**src/rtl/instruction_fetch_unit_if.sv**
```systemverilog
// Fetch unit bus: instruction-memory read port plus decoder valid/accept port.
interface instruction_fetch_unit_if;
    // Instruction memory side
    logic [31:0] mem_addr;
    logic        mem_req;
    logic        mem_ready;
    logic [31:0] mem_rdata;
    // Decoder side
    logic [31:0] instr;
    logic        instr_valid;
    logic        instr_accept;
    logic [63:0] pc;
    logic        branch_en;
    logic        branch_short;
    logic [25:0] branch_imm;
    // Status
    logic        fetch_fault;

    // Fetch unit view
    modport master (
        output mem_addr, mem_req, instr, instr_valid, pc, fetch_fault,
        input  mem_ready, mem_rdata, instr_accept, branch_en, branch_short, branch_imm
    );

    // Memory/decoder environment view
    modport slave (
        input  mem_addr, mem_req, instr, instr_valid, pc, fetch_fault,
        output mem_ready, mem_rdata, instr_accept, branch_en, branch_short, branch_imm
    );
endinterface

```
**src/rtl/instruction_fetch_unit.sv**
```systemverilog
// LEGv8 fetch stage: owns the PC, reads instruction memory, hands words to the
// decoder and applies PC-relative branch offsets on the accept edge.
module instruction_fetch_unit #(
    parameter logic [63:0] RESET_PC = 64'h0,
    parameter int unsigned TIMEOUT  = 255
) (
    input  logic                      clock,
    input  logic                      reset,
    instruction_fetch_unit_if.master  bus
);

    localparam int unsigned CNT_W     = ($clog2(TIMEOUT) > 8) ? $clog2(TIMEOUT) : 8;
    localparam logic [63:0] PC_INIT   = {RESET_PC[63:2], 2'b00};
    localparam logic [CNT_W-1:0] WAIT_LAST = CNT_W'(TIMEOUT - 1);

    typedef enum logic [1:0] {
        S_IDLE,
        S_FETCH,
        S_HOLD,
        S_FAULT
    } state_t;

    state_t           state_q, state_d;
    logic [63:0]      pc_q, pc_d;
    logic [31:0]      instr_q, instr_d;
    logic [CNT_W-1:0] wait_cnt_q, wait_cnt_d;
    logic             mem_req_q, mem_req_d;
    logic             instr_valid_q, instr_valid_d;
    logic             fetch_fault_q, fetch_fault_d;
    logic [63:0]      pc_step;

    // PC increment: +4 sequentially, or the selected word offset scaled to bytes
    always_comb begin
        pc_step = 64'd4;
        if (bus.branch_en) begin
            if (bus.branch_short) begin
                pc_step = {{43{bus.branch_imm[18]}}, bus.branch_imm[18:0], 2'b00};
            end else begin
                pc_step = {{36{bus.branch_imm[25]}}, bus.branch_imm[25:0], 2'b00};
            end
        end
    end

    // Next-state, datapath and output decode; outputs follow the next state so
    // that they come straight from flops
    always_comb begin
        state_d    = state_q;
        pc_d       = pc_q;
        instr_d    = instr_q;
        wait_cnt_d = wait_cnt_q;

        unique case (state_q)
            S_IDLE: begin
                state_d    = S_FETCH;
                wait_cnt_d = '0;
            end
            S_FETCH: begin
                // A response on the timeout edge still counts as a hit
                if (bus.mem_ready) begin
                    state_d = S_HOLD;
                    instr_d = bus.mem_rdata;
                end else if (wait_cnt_q == WAIT_LAST) begin
                    state_d = S_FAULT;
                end else begin
                    wait_cnt_d = wait_cnt_q + CNT_W'(1);
                end
            end
            S_HOLD: begin
                if (bus.instr_accept) begin
                    state_d    = S_FETCH;
                    wait_cnt_d = '0;
                    pc_d       = pc_q + pc_step;
                end
            end
            S_FAULT: begin
                state_d = S_FAULT;
            end
            default: begin
                state_d = S_IDLE;
            end
        endcase

        mem_req_d     = (state_d == S_FETCH);
        instr_valid_d = (state_d == S_HOLD);
        fetch_fault_d = (state_d == S_FAULT);
    end

    // State and output registers, cleared asynchronously
    always_ff @(posedge clock or posedge reset) begin
        if (reset) begin
            state_q       <= S_IDLE;
            pc_q          <= PC_INIT;
            instr_q       <= '0;
            wait_cnt_q    <= '0;
            mem_req_q     <= 1'b0;
            instr_valid_q <= 1'b0;
            fetch_fault_q <= 1'b0;
        end else begin
            state_q       <= state_d;
            pc_q          <= pc_d;
            instr_q       <= instr_d;
            wait_cnt_q    <= wait_cnt_d;
            mem_req_q     <= mem_req_d;
            instr_valid_q <= instr_valid_d;
            fetch_fault_q <= fetch_fault_d;
        end
    end

    assign bus.mem_addr    = pc_q[31:0];
    assign bus.mem_req     = mem_req_q;
    assign bus.instr       = instr_q;
    assign bus.instr_valid = instr_valid_q;
    assign bus.pc          = pc_q;
    assign bus.fetch_fault = fetch_fault_q;

endmodule

```
**src/flat_wrapper.sv**
```systemverilog
// flat-port wrapper written by rule: the top's interface ports become plain ports
module instruction_fetch_unit_flat 
#(
    parameter logic [63:0] RESET_PC = 64'h0,
    parameter int unsigned TIMEOUT  = 255
)
  (clock, reset, bus_mem_addr, bus_mem_req, bus_instr, bus_instr_valid, bus_pc, bus_fetch_fault, bus_mem_ready, bus_mem_rdata, bus_instr_accept, bus_branch_en, bus_branch_short, bus_branch_imm);
  instruction_fetch_unit_if bus_i ();
  input  logic clock;
  input  logic reset;
  output wire logic [$bits(bus_i.mem_addr)-1:0] bus_mem_addr;
  output wire logic [$bits(bus_i.mem_req)-1:0] bus_mem_req;
  output wire logic [$bits(bus_i.instr)-1:0] bus_instr;
  output wire logic [$bits(bus_i.instr_valid)-1:0] bus_instr_valid;
  output wire logic [$bits(bus_i.pc)-1:0] bus_pc;
  output wire logic [$bits(bus_i.fetch_fault)-1:0] bus_fetch_fault;
  input wire logic [$bits(bus_i.mem_ready)-1:0] bus_mem_ready;
  input wire logic [$bits(bus_i.mem_rdata)-1:0] bus_mem_rdata;
  input wire logic [$bits(bus_i.instr_accept)-1:0] bus_instr_accept;
  input wire logic [$bits(bus_i.branch_en)-1:0] bus_branch_en;
  input wire logic [$bits(bus_i.branch_short)-1:0] bus_branch_short;
  input wire logic [$bits(bus_i.branch_imm)-1:0] bus_branch_imm;
  assign bus_mem_addr = bus_i.mem_addr;
  assign bus_mem_req = bus_i.mem_req;
  assign bus_instr = bus_i.instr;
  assign bus_instr_valid = bus_i.instr_valid;
  assign bus_pc = bus_i.pc;
  assign bus_fetch_fault = bus_i.fetch_fault;
  assign bus_i.mem_ready = bus_mem_ready;
  assign bus_i.mem_rdata = bus_mem_rdata;
  assign bus_i.instr_accept = bus_instr_accept;
  assign bus_i.branch_en = bus_branch_en;
  assign bus_i.branch_short = bus_branch_short;
  assign bus_i.branch_imm = bus_branch_imm;
  instruction_fetch_unit #(.RESET_PC(RESET_PC), .TIMEOUT(TIMEOUT)) u_core (.clock(clock), .reset(reset), .bus(bus_i));
endmodule
```
**config.mk**
```make
export PLATFORM = sky130hd
export DESIGN_NAME = instruction_fetch_unit_flat
export DESIGN_NICKNAME = d
export VERILOG_FILES = /design/src/rtl/instruction_fetch_unit_if.sv /design/src/rtl/instruction_fetch_unit.sv /design/src/flat_wrapper.sv
export SDC_FILE = /design/constraint.sdc
export NUM_CORES = 1
export LEC_CHECK = 0
export CAP_MARGIN = 20
export CORE_ASPECT_RATIO = 0.9
export CORE_MARGIN = 4
export CORE_UTILIZATION = 55
export DETAILED_ROUTE_END_ITERATION = 12
export PLACE_DENSITY = 0.92
export SYNTH_ARGS = -nofsm -noshare
export SYNTH_HDL_FRONTEND = slang
export SYNTH_SLANG_ARGS = --single-unit
```
**constraint.sdc**
```tcl
create_clock -name clock -period 6.9 [get_ports clock]
set_input_delay 0.69 -clock clock [delete_from_list [all_inputs] [get_ports clock]]
set_output_delay 0.69 -clock clock [all_outputs]
set_load 0.03 [all_outputs]
```
==> key figures <==
Timing
  – Post-layout min period: 5.00 ns
  – Final hold vios: 0
  – Final worst-path cycle share: 72.4%
  – Final Setup Violations: 0
  – Worst slew pin tran: 1.07 ns
  – Pins Over Slew Limit: 0
  – Worst Clk Skew: 0.00857 ns
  – Maximum clock frequency: 200 MHz
  – Post-Route Setup TNS: 0 ns
  – Unrepaired setup endpoints after global routing: false
  – Slew margin rel.: 28.3%

Finish
  – Filler cells: 1144
  – Fin nets: 1201
  – Share of cells above drive strength 1: 7.05%
  – Diode count: 0
  – Area grow syn2layout: 23.5%
  – Cell Count, Final, Fillers Out: 1276

Clock tree
  – Clock-pin transition on the worst setup and hold timing paths: 0.08 ns
  – Hold_buf cts: 0
  – Post-CTS Setup Inserts: 0
  – TritonCTS Buffers: 9
  – CTS tree: done
  – Root Driver: clkbuf_16
  – CTS sink count: 107
  – Post-CTS Resized: 0
  – CTS Buffer Depth: 2
  – Clk Latency, worst-skew pair: 0.36 ns
  – H-tree levels: 3

GRT
  – Grt ovf: 0
  – GR Util All Layers: 25.9%
  – Global-route wire length before repair: 36000 um
  – Largest net degree at the start of global routing: 117
  – Vias in the first global route: 7273
  – Initial antenna violation count: 1

Setup path
  – CP startpoint kind: primary input
  – WS Path Type: in2reg
  – CP Capture Type: flop
  – CP max FO: 26
  – Req. time, crit path: 7.18 ns
  – CP Data Arrival Time: 5.28 ns

Yosys
  – Synth top area cells: dfrtp_1, ha_1, o21ai_0
  – Post-synth top flop: dfrtp_1
  – Post-synthesis cell area: 8260 um2
  – Yosys Warn Count: 0
  – Average size of a mapped cell: 8.79 um2
  – Synth Instances: 940
  – Synth top area share: 32.4%
  – Synth cell types: 76
  – Top-count cell post-synth: nand2_1
  – Post-synth EDFFs: 0
  – Commonest cells in the netlist: nand2_1, dfrtp_1, o21ai_0, a21oi_1, ha_1
  – Register bit total from synthesis: 107
  – Async S/R FF share, synth: 100%
  – Cell taking the most area after synthesis: dfrtp_1
  – Sequential fraction of the synthesis area: 32.4%

Floorplanning
  – Initial core utilization: 56.2%
  – I/O pin total: 195
  – Row count: 42
  – Core area: 14700 um2
  – Chip Height: 124 um
  – Die area: 17100 um2
  – Die Wd: 137 um

Route
  – TritonRoute pass-1 iters: 8
  – Per-cell routed wire length: 17.3 um
  – Routed Antenna Nets: 0
  – Vias: 7516
  – Post-Route WL: 22000 um
  – DRC errors left: 0
  – DR iter-0 viols: 622
  – DR vias/cell: 5.89

Power
  – Max rail drop VDD: 347 uV
  – PD cells: 459 nW/um2
  – Final Power: 0.00468 W
  – LEAKAGE: 4.47 nW

Worst hold path
  – Hold WC Path Type: reg2reg

Outcome
  – Status: completed

Placed design
  – Detailed Place HPWL: 16700 um
  – Dpl cells: 1259
  – Gpl congestion: 0.955
  – IO Port Bufs: 190

Job
  – Max-cap violations: 0
cell type report:
class	count	area, um2	area share (%)
multi-input cells	737	4910	48.1
flip-flops and latches	107	2680	26.2
repair buffers	194	1940	19.1
well taps	198	248	2.43
clock buffers	10	239	2.34
inverters	24	92.6	0.908
clock inverters	6	91.3	0.895
registers in the layout, indices dropped and copies added (netlist names):
name / flops
u_core.bus.fetch_fault: 1
u_core.bus.instr: 32
u_core.bus.instr_valid: 1
u_core.bus.mem_req: 1
u_core.bus.pc: 62
u_core.state_q: 2
u_core.wait_cnt_q: 8
worst max-delay path, cell delays in order:
cell and delay, ns:
clkdlybuf4s50_1 0.95, a21boi_2 0.93, ha_1 0.50, a211oi_1 0.38
o211ai_1 0.16, a21oi_1 0.25, nand2_1 0.09, o31ai_2 0.37
o21ai_2 0.14, o21ai_2 0.32, o21ai_0 0.17, xnor2_1 0.15
o21ai_0 0.16
placed cells by master, fill, tap and decap left out, drive strengths merged, types with 3 or more instances in the layout:
cell type | netlist | final
a211oi | 9 | 9
a21boi | 10 | 10
a21o | 31 | 31
a21oi | 84 | 84
a31oi | 8 | 8
and2 | 25 | 25
and3 | 5 | 5
and4 | 3 | 3
buf | 46 | 4
clkbuf | 22 | 10
clkdlybuf4s50 | 2 | 190
conb | 1 | 4
dfrtp | 107 | 107
ha | 63 | 63
inv | 24 | 27
mux2 | 33 | 33
nand2 | 120 | 120
nand2b | 11 | 11
nand3 | 14 | 14
nand4 | 23 | 23
nor2 | 43 | 43
nor2b | 4 | 4
nor3 | 9 | 9
nor4 | 4 | 4
o211ai | 7 | 7
o21a | 3 | 3
o21ai | 100 | 100
o21bai | 20 | 20
o31ai | 9 | 9
or3 | 3 | 3
or4 | 5 | 5
xnor2 | 32 | 32
xor2 | 27 | 27
routing by layer:
metal / routed length [um] / share of wire (%) / track usage (%)
met5: 13 / 0.059 / 0
met4: 437 / 2.0 / 6.92
met3: 2140 / 9.7 / 7.92
met2: 10100 / 46 / 41.0
met1: 9390 / 43 / 34.6
cell families (layout without fill, tap and decap cells):
logic type	after synthesis	count (layout)	share of synthesized area, %
compound gates	303	303	22.8
simple gates	274	274	15.9
flops	107	107	32.4
buf+inv	99	234	8.39
fa+ha+maj	64	64	9.78
xor+xnor	59	59	6.25
mux	33	33	4.50
other cells	1	4	0.0454
path summary, 6_finish.rpt:
path | slack [ns] | to | startpoint | cells after the start
max | 1.90 | u_core.bus.pc[54] | bus_branch_en | 13
min | 0.48 | u_core.bus.pc[63] | u_core.bus.pc[63] | 1
max reg2reg | 3.14 | u_core.bus.pc[60] | u_core.bus.pc[2] | 13
min reg2reg | 0.48 | u_core.bus.pc[63] | u_core.bus.pc[63] | 1
max in group asynchronous | 4.91 | u_core.bus.pc[39] | reset | 3
min in group asynchronous | 0.70 | u_core.bus.instr[24] | reset | 2
metrics by stage:
stage          area, um2  hold WS (ns)  worst slack, ns  util, %
2_1_floorplan       8270         0.504             1.08        -
3_3_place_gp        9850         0.473             1.72     67.0
3_5_place_dp        9850         0.464             1.54     67.0
4_1_cts            10200         0.483             1.92     69.2
5_1_grt            10200         0.515             1.53     69.3
6_report           10200         0.482             1.90     69.3
power by group:
group / switching [W] / internal (W)
Clock: 0.000267 / 0.000303
Sequential: 0.000244 / 0.000905
Combinational: 0.00176 / 0.00120
Total: 0.00227 / 0.00241
No activity file was read; power rests on OpenSTA's default activity.
